## src/rtl/xgs_spi_pkg.sv

```systemverilog
// rtl/xgs_spi_pkg.sv - shared FSM state type and frame constants for the XGS SPI responder
package xgs_spi_pkg;
  typedef enum logic [1:0] {IDLE, HDR, WR_DATA, RD_DATA} state_t;
  localparam int   HDR_BITS = 16;
  localparam logic RW_READ  = 1'b1;
endpackage

```

## src/rtl/xgs_spi_sync.sv

```systemverilog
// rtl/xgs_spi_sync.sv - STAGES-deep synchronizer with optional registered rise/fall pulses
module xgs_spi_sync #(
  parameter int   STAGES  = 2,
  parameter bit   EDGE_EN = 1'b1,
  parameter logic RST_VAL = 1'b0
) (
  input  logic clk,
  input  logic rst_n,
  input  logic din,
  output logic level,
  output logic rise,
  output logic fall
);
  logic [STAGES-1:0] chain;

  always_ff @(posedge clk or negedge rst_n) begin
    if (!rst_n) chain <= {STAGES{RST_VAL}};
    else        chain <= {chain[STAGES-2:0], din};
  end

  assign level = chain[STAGES-1];

  generate
    if (EDGE_EN) begin : g_edge
      logic prev;
      // Pulses are registered, so an edge appears STAGES+1 cycles after the pin moves.
      always_ff @(posedge clk or negedge rst_n) begin
        if (!rst_n) begin
          prev <= RST_VAL;
          rise <= 1'b0;
          fall <= 1'b0;
        end else begin
          prev <= level;
          rise <= level & ~prev;
          fall <= ~level & prev;
        end
      end
    end else begin : g_no_edge
      assign rise = 1'b0;
      assign fall = 1'b0;
    end
  endgenerate
endmodule

```

## src/rtl/xgs_spi_responder.sv

```systemverilog
// rtl/xgs_spi_responder.sv - oversampled SPI slave turning XGS frames into register strobes
// XGS_SPI_RESP_BURST_EN selects auto-increment burst mode; otherwise only the first data word acts.
module xgs_spi_responder
  import xgs_spi_pkg::*;
#(
  parameter int ADDR_W      = 15,
  parameter int DATA_W      = 16,
  parameter int SYNC_STAGES = 2
) (
  input  logic              sys_clk,
  input  logic              sys_reset_n,
  input  logic              spi_cs_n,
  input  logic              spi_sclk,
  input  logic              spi_sdin,
  output logic              spi_sdout,
  output logic              spi_sdout_oe,
  output logic [ADDR_W-1:0] reg_addr,
  output logic              reg_wr,
  output logic [DATA_W-1:0] reg_wdata,
  output logic              reg_rd,
  input  logic [DATA_W-1:0] reg_rdata,
  output logic              busy,
  output logic              frame_err
);
`ifdef XGS_SPI_RESP_BURST_EN
  localparam bit BURST = 1'b1;
`else
  localparam bit BURST = 1'b0;
`endif
  localparam int SH_W  = (DATA_W > HDR_BITS) ? DATA_W : HDR_BITS;
  localparam int CNT_W = $clog2(SH_W);

  logic cs_lvl, cs_rise, cs_fall;
  logic sclk_lvl, sclk_rise, sclk_fall;
  logic sdin_s, sdin_rise, sdin_fall;

  // cs_n resets to "selected" so a frame already running at reset release produces no fall edge.
  xgs_spi_sync #(.STAGES(SYNC_STAGES), .EDGE_EN(1'b1), .RST_VAL(1'b0)) u_cs_sync (
    .clk(sys_clk), .rst_n(sys_reset_n), .din(spi_cs_n),
    .level(cs_lvl), .rise(cs_rise), .fall(cs_fall));
  xgs_spi_sync #(.STAGES(SYNC_STAGES), .EDGE_EN(1'b1), .RST_VAL(1'b0)) u_sclk_sync (
    .clk(sys_clk), .rst_n(sys_reset_n), .din(spi_sclk),
    .level(sclk_lvl), .rise(sclk_rise), .fall(sclk_fall));
  xgs_spi_sync #(.STAGES(SYNC_STAGES), .EDGE_EN(1'b0), .RST_VAL(1'b0)) u_sdin_sync (
    .clk(sys_clk), .rst_n(sys_reset_n), .din(spi_sdin),
    .level(sdin_s), .rise(sdin_rise), .fall(sdin_fall));

  logic unused_sync;
  assign unused_sync = &{1'b0, cs_lvl, sclk_lvl, sdin_rise, sdin_fall};

  state_t            state;
  logic [CNT_W-1:0]  bit_cnt;
  logic [SH_W-2:0]   shift_in;
  logic [SH_W-1:0]   shift_nxt;
  logic [DATA_W-1:0] shift_out;
  logic              first_word;
  logic              rd_d1;

  assign shift_nxt = {shift_in, sdin_s};

  always_ff @(posedge sys_clk or negedge sys_reset_n) begin
    if (!sys_reset_n) begin
      state        <= IDLE;
      bit_cnt      <= '0;
      shift_in     <= '0;
      shift_out    <= '0;
      first_word   <= 1'b0;
      rd_d1        <= 1'b0;
      spi_sdout    <= 1'b0;
      spi_sdout_oe <= 1'b0;
      reg_addr     <= '0;
      reg_wr       <= 1'b0;
      reg_wdata    <= '0;
      reg_rd       <= 1'b0;
      busy         <= 1'b0;
      frame_err    <= 1'b0;
    end else begin
      reg_wr    <= 1'b0;
      reg_rd    <= 1'b0;
      frame_err <= 1'b0;
      rd_d1     <= reg_rd;
      if (reg_wr && BURST) reg_addr <= reg_addr + 1'b1;

      if (cs_rise) begin
        frame_err    <= (state != IDLE) && (bit_cnt != '0);
        state        <= IDLE;
        busy         <= 1'b0;
        bit_cnt      <= '0;
        spi_sdout    <= 1'b0;
        spi_sdout_oe <= 1'b0;
      end else begin
        case (state)
          IDLE: begin
            // An SCLK edge coincident with the CS fall is dropped here by construction.
            if (cs_fall) begin
              state   <= HDR;
              busy    <= 1'b1;
              bit_cnt <= '0;
            end
          end
          HDR: begin
            if (sclk_rise) begin
              shift_in <= shift_nxt[SH_W-2:0];
              if (bit_cnt == CNT_W'(HDR_BITS - 1)) begin
                bit_cnt    <= '0;
                first_word <= 1'b1;
                reg_addr   <= shift_nxt[HDR_BITS-1 -: ADDR_W];
                if (shift_nxt[0] == RW_READ) begin
                  reg_rd       <= 1'b1;
                  spi_sdout_oe <= 1'b1;
                  state        <= RD_DATA;
                end else begin
                  state <= WR_DATA;
                end
              end else begin
                bit_cnt <= bit_cnt + 1'b1;
              end
            end
          end
          WR_DATA: begin
            if (sclk_rise) begin
              shift_in <= shift_nxt[SH_W-2:0];
              if (bit_cnt == CNT_W'(DATA_W - 1)) begin
                bit_cnt    <= '0;
                first_word <= 1'b0;
                if (BURST || first_word) begin
                  reg_wr    <= 1'b1;
                  reg_wdata <= shift_nxt[DATA_W-1:0];
                end
              end else begin
                bit_cnt <= bit_cnt + 1'b1;
              end
            end
          end
          RD_DATA: begin
            if (sclk_rise) begin
              shift_in <= shift_nxt[SH_W-2:0];
              if (bit_cnt == CNT_W'(DATA_W - 1)) begin
                bit_cnt    <= '0;
                first_word <= 1'b0;
                if (BURST) begin
                  reg_addr <= reg_addr + 1'b1;
                  reg_rd   <= 1'b1;
                end
              end else begin
                bit_cnt <= bit_cnt + 1'b1;
              end
            end else if (sclk_fall) begin
              // Zeros shift in behind the word, so unrefilled words read back as 0.
              spi_sdout <= shift_out[DATA_W-1];
              shift_out <= {shift_out[DATA_W-2:0], 1'b0};
            end
          end
          default: state <= IDLE;
        endcase
      end

      if (rd_d1) shift_out <= reg_rdata;
    end
  end
endmodule

```

## config.mk

```make
export PLATFORM = sky130hd
export DESIGN_NAME = xgs_spi_responder
export DESIGN_NICKNAME = d
export VERILOG_FILES = /design/src/rtl/xgs_spi_pkg.sv /design/src/rtl/xgs_spi_sync.sv /design/src/rtl/xgs_spi_responder.sv
export SDC_FILE = /design/constraint.sdc
export NUM_CORES = 1
export LEC_CHECK = 0
export CELL_PAD_IN_SITES_DETAIL_PLACEMENT = 0
export CELL_PAD_IN_SITES_GLOBAL_PLACEMENT = 1
export CORE_ASPECT_RATIO = 1.25
export CORE_MARGIN = 2
export CORE_UTILIZATION = 45
export DETAILED_ROUTE_END_ITERATION = 8
export MAX_ROUTING_LAYER = met4
export PLACE_DENSITY_LB_ADDON = 0.2
export SLEW_MARGIN = 0
export SYNTH_ARGS = -nofsm -noshare
export SYNTH_HDL_FRONTEND = slang
export SYNTH_SLANG_ARGS = --single-unit
```

## constraint.sdc

```tcl
create_clock -name sys_clk -period 2.7 [get_ports sys_clk]
set_clock_uncertainty 0.1 [all_clocks]
set_input_delay 0.27 -clock sys_clk [delete_from_list [all_inputs] [get_ports sys_clk]]
set_output_delay 0.27 -clock sys_clk [all_outputs]
set_load 0.02 [all_outputs]
```

==> results of run 1 <==
## where the power goes
part           switching [W]  total (W)  leakage (nW)  internal [W]
clock               0.000487   0.000930        0.0994      0.000443
combinational      0.0000794   0.000160         0.688     0.0000810
sequential         0.0000565    0.00142          1.11       0.00137
## metrics by stage
stage | worst slack, ps | hold slack (ps) | area, um2 | total power [W] | utilization
after floorplan | 872 | -126 | 3600 | 0.00151 | -
after global placement | 788 | 234 | 4210 | 0.00161 | 0.540
after detailed placement | 730 | 236 | 4210 | 0.00161 | 0.540
after global routing | 611 | 233 | 4420 | 0.00264 | 0.567
final | 726 | 245 | 4420 | 0.00252 | 0.567
after CTS | 714 | 227 | 4420 | 0.00255 | 0.567
## state kept, by name, indices dropped and copies added, names as in the netlist, 2 cells and up
signal	flops
bit_cnt	4
shift_out	16
u_sclk_sync.chain	2
reg_addr	15
reg_wdata	16
shift_in	15
state	2
u_cs_sync.chain	2
u_sdin_sync.chain	2
## final cells by class
cell class	instances	area, um2	share of cell area
clock buffer	10	128	0.0289
sequential	88	2200	0.498
multi-input combinational	161	1250	0.283
clock inverter	6	75.1	0.0170
timing repair buffer	62	621	0.140
inverter	7	26.3	0.00594
tap	95	119	0.0269
## metal layers
metal | vias up | track usage | part of all wire
met5 | - | - | 0
met1 | 1160 | 0.236 | 0.48
met3 | 12 | 0.0286 | 0.035
li1 | 1077 | - | -
met2 | 54 | 0.258 | 0.46
met4 | 0 | 0.0795 | 0.024
## worst max-delay path by stage
stage                     startpoint             to  slack (ps)  depth (start not counted)
after CTS                 bit_cnt[0]  reg_wdata[14]         710                          4
after global placement    bit_cnt[0]   reg_wdata[2]         790                          4
after detailed placement  bit_cnt[0]  reg_wdata[14]         730                          4
final                     bit_cnt[0]   reg_wdata[5]         730                          4
after global routing      bit_cnt[0]   reg_wdata[2]         610                          4
after floorplan           bit_cnt[0]  reg_wdata[10]         870                          6
## placed cells by master, fill, tap and decap left out, types with 3 or more instances in the layout
| cell type | count |
|---|---|
| nand4_1 | 4 |
| dfrtp_1 | 88 |
| mux2_2 | 37 |
| o21ai_0 | 20 |
| clkdlybuf4s50_1 | 56 |
| buf_4 | 4 |
| nand3_1 | 6 |
| nor2b_1 | 21 |
| inv_1 | 7 |
| a31oi_1 | 16 |
| clkbuf_8 | 9 |
| a21oi_1 | 24 |
| mux2_4 | 9 |
| nor2_1 | 3 |
## cell families (layout without fill, tap and decap cells)
logic type	count (synthesis)	count (layout)	synth area share
simple gates	47	47	0.0855
fa+ha+maj	2	2	0.00695
compound gates	66	66	0.102
mux	46	46	0.153
flops	88	88	0.612
buf+inv	25	85	0.0403
## repair_timing
| item | 4_1_cts | 5_1_grt |
|---|---|---|
| hold buffers | 1 | 0 |
| endpoints found under the hold margin | 51 | 0 |
| endpoints found under the setup margin | 0 | 0 |
==> flow_summary.json, run 1 <==
{
  "status": "finished clean",
  "slew_viol_final": 0,
  "post_cts_buffers": 0,
  "timing.rr.end": "reg_wdata[5]",
  "slew_headroom": 0.451,
  "die_area_mm2": 0.00873,
  "post_drt_wl_per_cell_um": 15.9,
  "antenna_found_initial": 0,
  "drive_above_1_share": 0.219,
  "root_buffer": "clkbuf_8",
  "critPathArrivalTime_ps": 2110,
  "worst_setup_path_start_kind": "flop",
  "drtPass1Iterations": 4,
  "yosysSeqAreaShare": 0.612,
  "rows": 36,
  "dp.cells": 412,
  "maxCapViolCount": 0,
  "grt.overflow.total": 0,
  "cp_top_family": "simple AND/OR/NAND/NOR gates",
  "synth_top_area_frac": 0.612,
  "first_global_vias": 2446,
  "cp_num_buf_inv": 0,
  "crit_path_frequent_cell": "and4_4",
  "syn_inst": 274,
  "setup_tns_ps": 0,
  "start_util": 0.462,
  "crit_fanout": 17,
  "holdPathEnd": "u_sdin_sync.chain[0]",
  "finalHoldViolCount": 0,
  "clkTransAtPathRegs_ps": 90,
  "worstSetupEndpointType": "flop",
  "grt_pass1_wl_mm": 12.0,
  "insertion_delay_ps": 360,
  "slowest_delay_ps": 430,
  "synthTopCellsByCount": "88 x dfrtp_1, 37 x mux2_2, 24 x a21oi_1",
  "vdd_drop_max_uv": 278,
  "cts_max_level": 3,
  "min_path_cells": 1,
  "hp-start": "spi_sdin",
  "reg2reg_depth": 4,
  "yosysMostFrequentCell": "dfrtp_1",
  "min_period_ps": 1970,
  "fillers": 655,
  "synthFlopType": "dfrtp_1",
  "required_ps": 2840,
  "port_buffers": 57,
  "drt_iter0_drc": 160,
  "final_net_count": 352,
  "cp_slowest_cell": "dfrtp_1",
  "drc_errors": 0,
  "timing.rr.start": "bit_cnt[0]",
  "ant_nets": 0,
  "r2r_setup_slack_ps": 730,
  "cts_made_buffers": 9,
  "finalWirelength_mm": 6.81,
  "synth_edf_count": 0,
  "grt_max_degree": 53,
  "avgViaCountPerCell": 5.37,
  "vias": 2303,
  "finalCritPeriodShare": 0.731,
  "cts_max_path_buffers": 2,
  "worst-slew-pin-transition_ps": 824,
  "setup_viol": 0,
  "p_leak_nw": 1.90,
  "cts_sinks": 88,
  "path_cells": "ha_1 > and4_4 > and4_4 > mux2_2",
  "stdcell_count": 429,
  "syn2layout_area_growth_pct": 22.9,
  "cts.repair.resized": 0,
  "hp-class": "in2reg",
  "ios": 58,
  "netlist_area_mm2": 0.00360,
  "synthArstFlopShare": 1.00,
  "ys_types": 33,
  "dieHeight_um": 104,
  "powerDensity_mw_per_mm2": 569,
  "rsz0062_at_grt": "no",
  "die_w_um": 84.0,
  "grt_usage": 0.174,
  "syn-num-nets": 297,
  "fmax_ghz": 0.506,
  "cts_tree": "yes",
  "dp_hpwl_mm": 4.26,
  "core-area_mm2": 0.00779,
  "criticalPathCategory": "reg2reg",
  "yosys_warnings": 0,
  "synth_top_cell_by_area": "dfrtp_1",
  "syn_avg_cell_area_um2": 13.1,
  "synth-seq-cells": 88,
  "gp_congestion": 0.839,
  "synth_top_cells_by_area": "dfrtp_1 61%, mux2_2 12%, mux2_4 3.8%, nor2b_1 3.7%, a21oi_1 3.3%",
  "antenna-diode-count": 0
}
(Power assumes the default switching activity.)
==> run 2: changes to the inputs <==
--- a/config.mk
+++ b/config.mk
@@ -9,7 +9,7 @@
 export CELL_PAD_IN_SITES_GLOBAL_PLACEMENT = 1
 export CORE_ASPECT_RATIO = 1.25
 export CORE_MARGIN = 2
-export CORE_UTILIZATION = 45
+export CORE_UTILIZATION = 39
 export DETAILED_ROUTE_END_ITERATION = 8
 export MAX_ROUTING_LAYER = met4
 export PLACE_DENSITY_LB_ADDON = 0.2
==> constraint.sdc (replaced) <==
create_clock -name sys_clk -period 1.8 [get_ports sys_clk]
set_clock_uncertainty 0.1 [all_clocks]
set_input_delay 0.18 -clock sys_clk [delete_from_list [all_inputs] [get_ports sys_clk]]
set_output_delay 0.18 -clock sys_clk [all_outputs]
set_load 0.02 [all_outputs]
==> run 2 against run 1 <==
  * Global-route usage down 0.98 points
  * Power rose by 74%
  * Non-clock buffer count rose by 18
  * Wire length is 7.3% higher
  * Critical endpoint is now reg_wdata[0]
  * Via count increased by 2.8%
  * Fmax is 14% higher
  * Highest routed layer unchanged
==> flow_summary.json, run 2 (synthesis results as in run 1) <==
{
  "dp_hpwl_mm": 4.77,
  "slowest_delay_ps": 350,
  "cts_max_level": 3,
  "rows": 39,
  "finalCritPeriodShare": 0.958,
  "die_area_mm2": 0.0100,
  "die_w_um": 89.9,
  "switching_share": 0.221,
  "cp_slowest_cell": "dfrtp_1",
  "ios": 58,
  "dieHeight_um": 111,
  "p_int_w": 0.00341,
  "status": "finished clean",
  "ant_nets": 0,
  "final_net_count": 370,
  "clkTransAtPathRegs_ps": 60,
  "post_drt_wl_per_cell_um": 15.4,
  "start_util": 0.396,
  "final_cell_mix": "88 x dfrtp_1, 56 x clkdlybuf4s50_1, 37 x mux2_2",
  "drt_iter0_drc": 150,
  "final_common_cell": "dfrtp_1",
  "drive_above_1_share": 0.262,
  "powerDensity_mw_per_mm2": 921,
  "path_cells": "ha_2 > and4_4 > and4_4 > buf_12 > mux2_2",
  "dp.cells": 458,
  "grt.overflow.total": 0,
  "crit_fanout": 10,
  "cp_top_family": "simple AND/OR/NAND/NOR gates",
  "cp_num_buf_inv": 1,
  "p_clk_frac": 0.450,
  "gp_congestion": 0.799,
  "crit_path_frequent_cell": "and4_4",
  "finalHoldViolCount": 0,
  "slew_viol_final": 0,
  "syn2layout_area_growth_pct": 32.3,
  "avgViaCountPerCell": 5.00,
  "antenna-diode-count": 0,
  "place_area_mm2": 0.00443,
  "critPathArrivalTime_ps": 1840,
  "grt_usage": 0.164,
  "root_buffer": "clkbuf_16",
  "criticalPathCategory": "reg2reg",
  "fin_util": 0.524,
  "p_leak_nw": 2.05,
  "finalWirelength_mm": 7.31,
  "hp-class": "in2async",
  "worst_setup_path_start_kind": "flop",
  "p_switching_w": 0.000969,
  "seqPwrFrac": 0.486,
  "worstSetupEndpointType": "flop",
  "cts_made_buffers": 9,
  "combPwrFrac": 0.064,
  "first_global_vias": 2463,
  "slew_headroom": 0.726,
  "min_period_ps": 1720,
  "stdcell_count": 474,
  "worst-slew-pin-transition_ps": 411,
  "insertion_delay_ps": 340,
  "drc_errors": 0,
  "required_ps": 1920,
  "cts.repair.resized": 0,
  "r2r_setup_slack_ps": 80,
  "drtPass1Iterations": 4,
  "fmax_ghz": 0.580,
  "setup_viol": 0,
  "fin_area_mm2": 0.00476,
  "vdd_drop_max_uv": 460,
  "post_cts_buffers": 0,
  "grt_pass1_wl_mm": 12.7,
  "grt_max_degree": 49,
  "cts_sinks": 88,
  "cts_tree": "yes",
  "reg.largest.list": "reg_wdata: 16 flops, shift_out: 16 flops",
  "port_buffers": 57,
  "rsz0062_at_grt": "no",
  "maxCapViolCount": 0,
  "antenna_found_initial": 0,
  "core-area_mm2": 0.00908,
  "vias": 2368,
  "cts_max_path_buffers": 2
}
## run 2: power groups by stage
stage | registers (W) | clock network [W] | logic [W]
after floorplan | 0.00214 | 0 | 0.000131
after global placement | 0.00217 | 0 | 0.000278
after detailed placement | 0.00217 | 0 | 0.000281
after CTS | 0.00213 | 0.00204 | 0.000285
after global routing | 0.00214 | 0.00213 | 0.000312
final | 0.00213 | 0.00197 | 0.000280
## run 2: final timing paths
| path | cells past startpoint | end | from |
|---|---|---|---|
| min | 2 | spi_sdout | sys_reset_n |
| min reg2reg | 0 | u_sdin_sync.chain[1] | u_sdin_sync.chain[0] |
| max reg2reg | 5 | reg_wdata[0] | bit_cnt[0] |
| min in group sys_clk | 1 | u_cs_sync.chain[0] | spi_cs_n |
| max in group asynchronous | 3 | reg_addr[2] | sys_reset_n |
| max | 5 | reg_wdata[0] | bit_cnt[0] |
## run 2: repair_timing
action                                  in CTS  in global routing
endpoints found under the hold margin       68                  0
endpoints found under the setup margin       0                  0
hold buffers                                 1                  0
## run 2: per-stage QoR
step           setup WS, ps  total power, W  hold slack (ps)  TNS (ps)
4_1_cts                63.0         0.00446              163         0
6_report               75.5         0.00438              177         0
3_3_place_gp            116         0.00245            -4.01         0
2_1_floorplan         -12.3         0.00227             -216      -110
5_1_grt                22.9         0.00459              164         0
3_5_place_dp           79.8         0.00245            -5.31         0
## run 2: area by class of cell
class                           count  area [um2]
Fill cell                         809        4320
Timing Repair Buffer               80         806
Inverter                            7        26.3
Sequential cell                    88        2200
Clock inverter                      6        92.6
Multi-Input combinational cell    161        1250
Tap cell                          123         154
Clock buffer                        9         225
## run 2: per-layer routing
layer / up-vias / track usage / part of all wire
met2: 59 / 0.235 / 0.46
li1: 1121 / - / -
met3: 11 / 0.0480 / 0.047
met1: 1177 / 0.219 / 0.48
met5: - / - / 0
met4: 0 / 0.0708 / 0.019
==> run 3: changes to the inputs <==
--- a/config.mk
+++ b/config.mk
@@ -10,6 +10,7 @@
 export CORE_ASPECT_RATIO = 1.25
 export CORE_MARGIN = 2
 export CORE_UTILIZATION = 39
+export CTS_CLUSTER_SIZE = 20
 export DETAILED_ROUTE_END_ITERATION = 8
 export MAX_ROUTING_LAYER = met4
 export PLACE_DENSITY_LB_ADDON = 0.2
==> results of run 3 <==
Same layout as run 2: the final DEF is identical, and so are final timing and power.
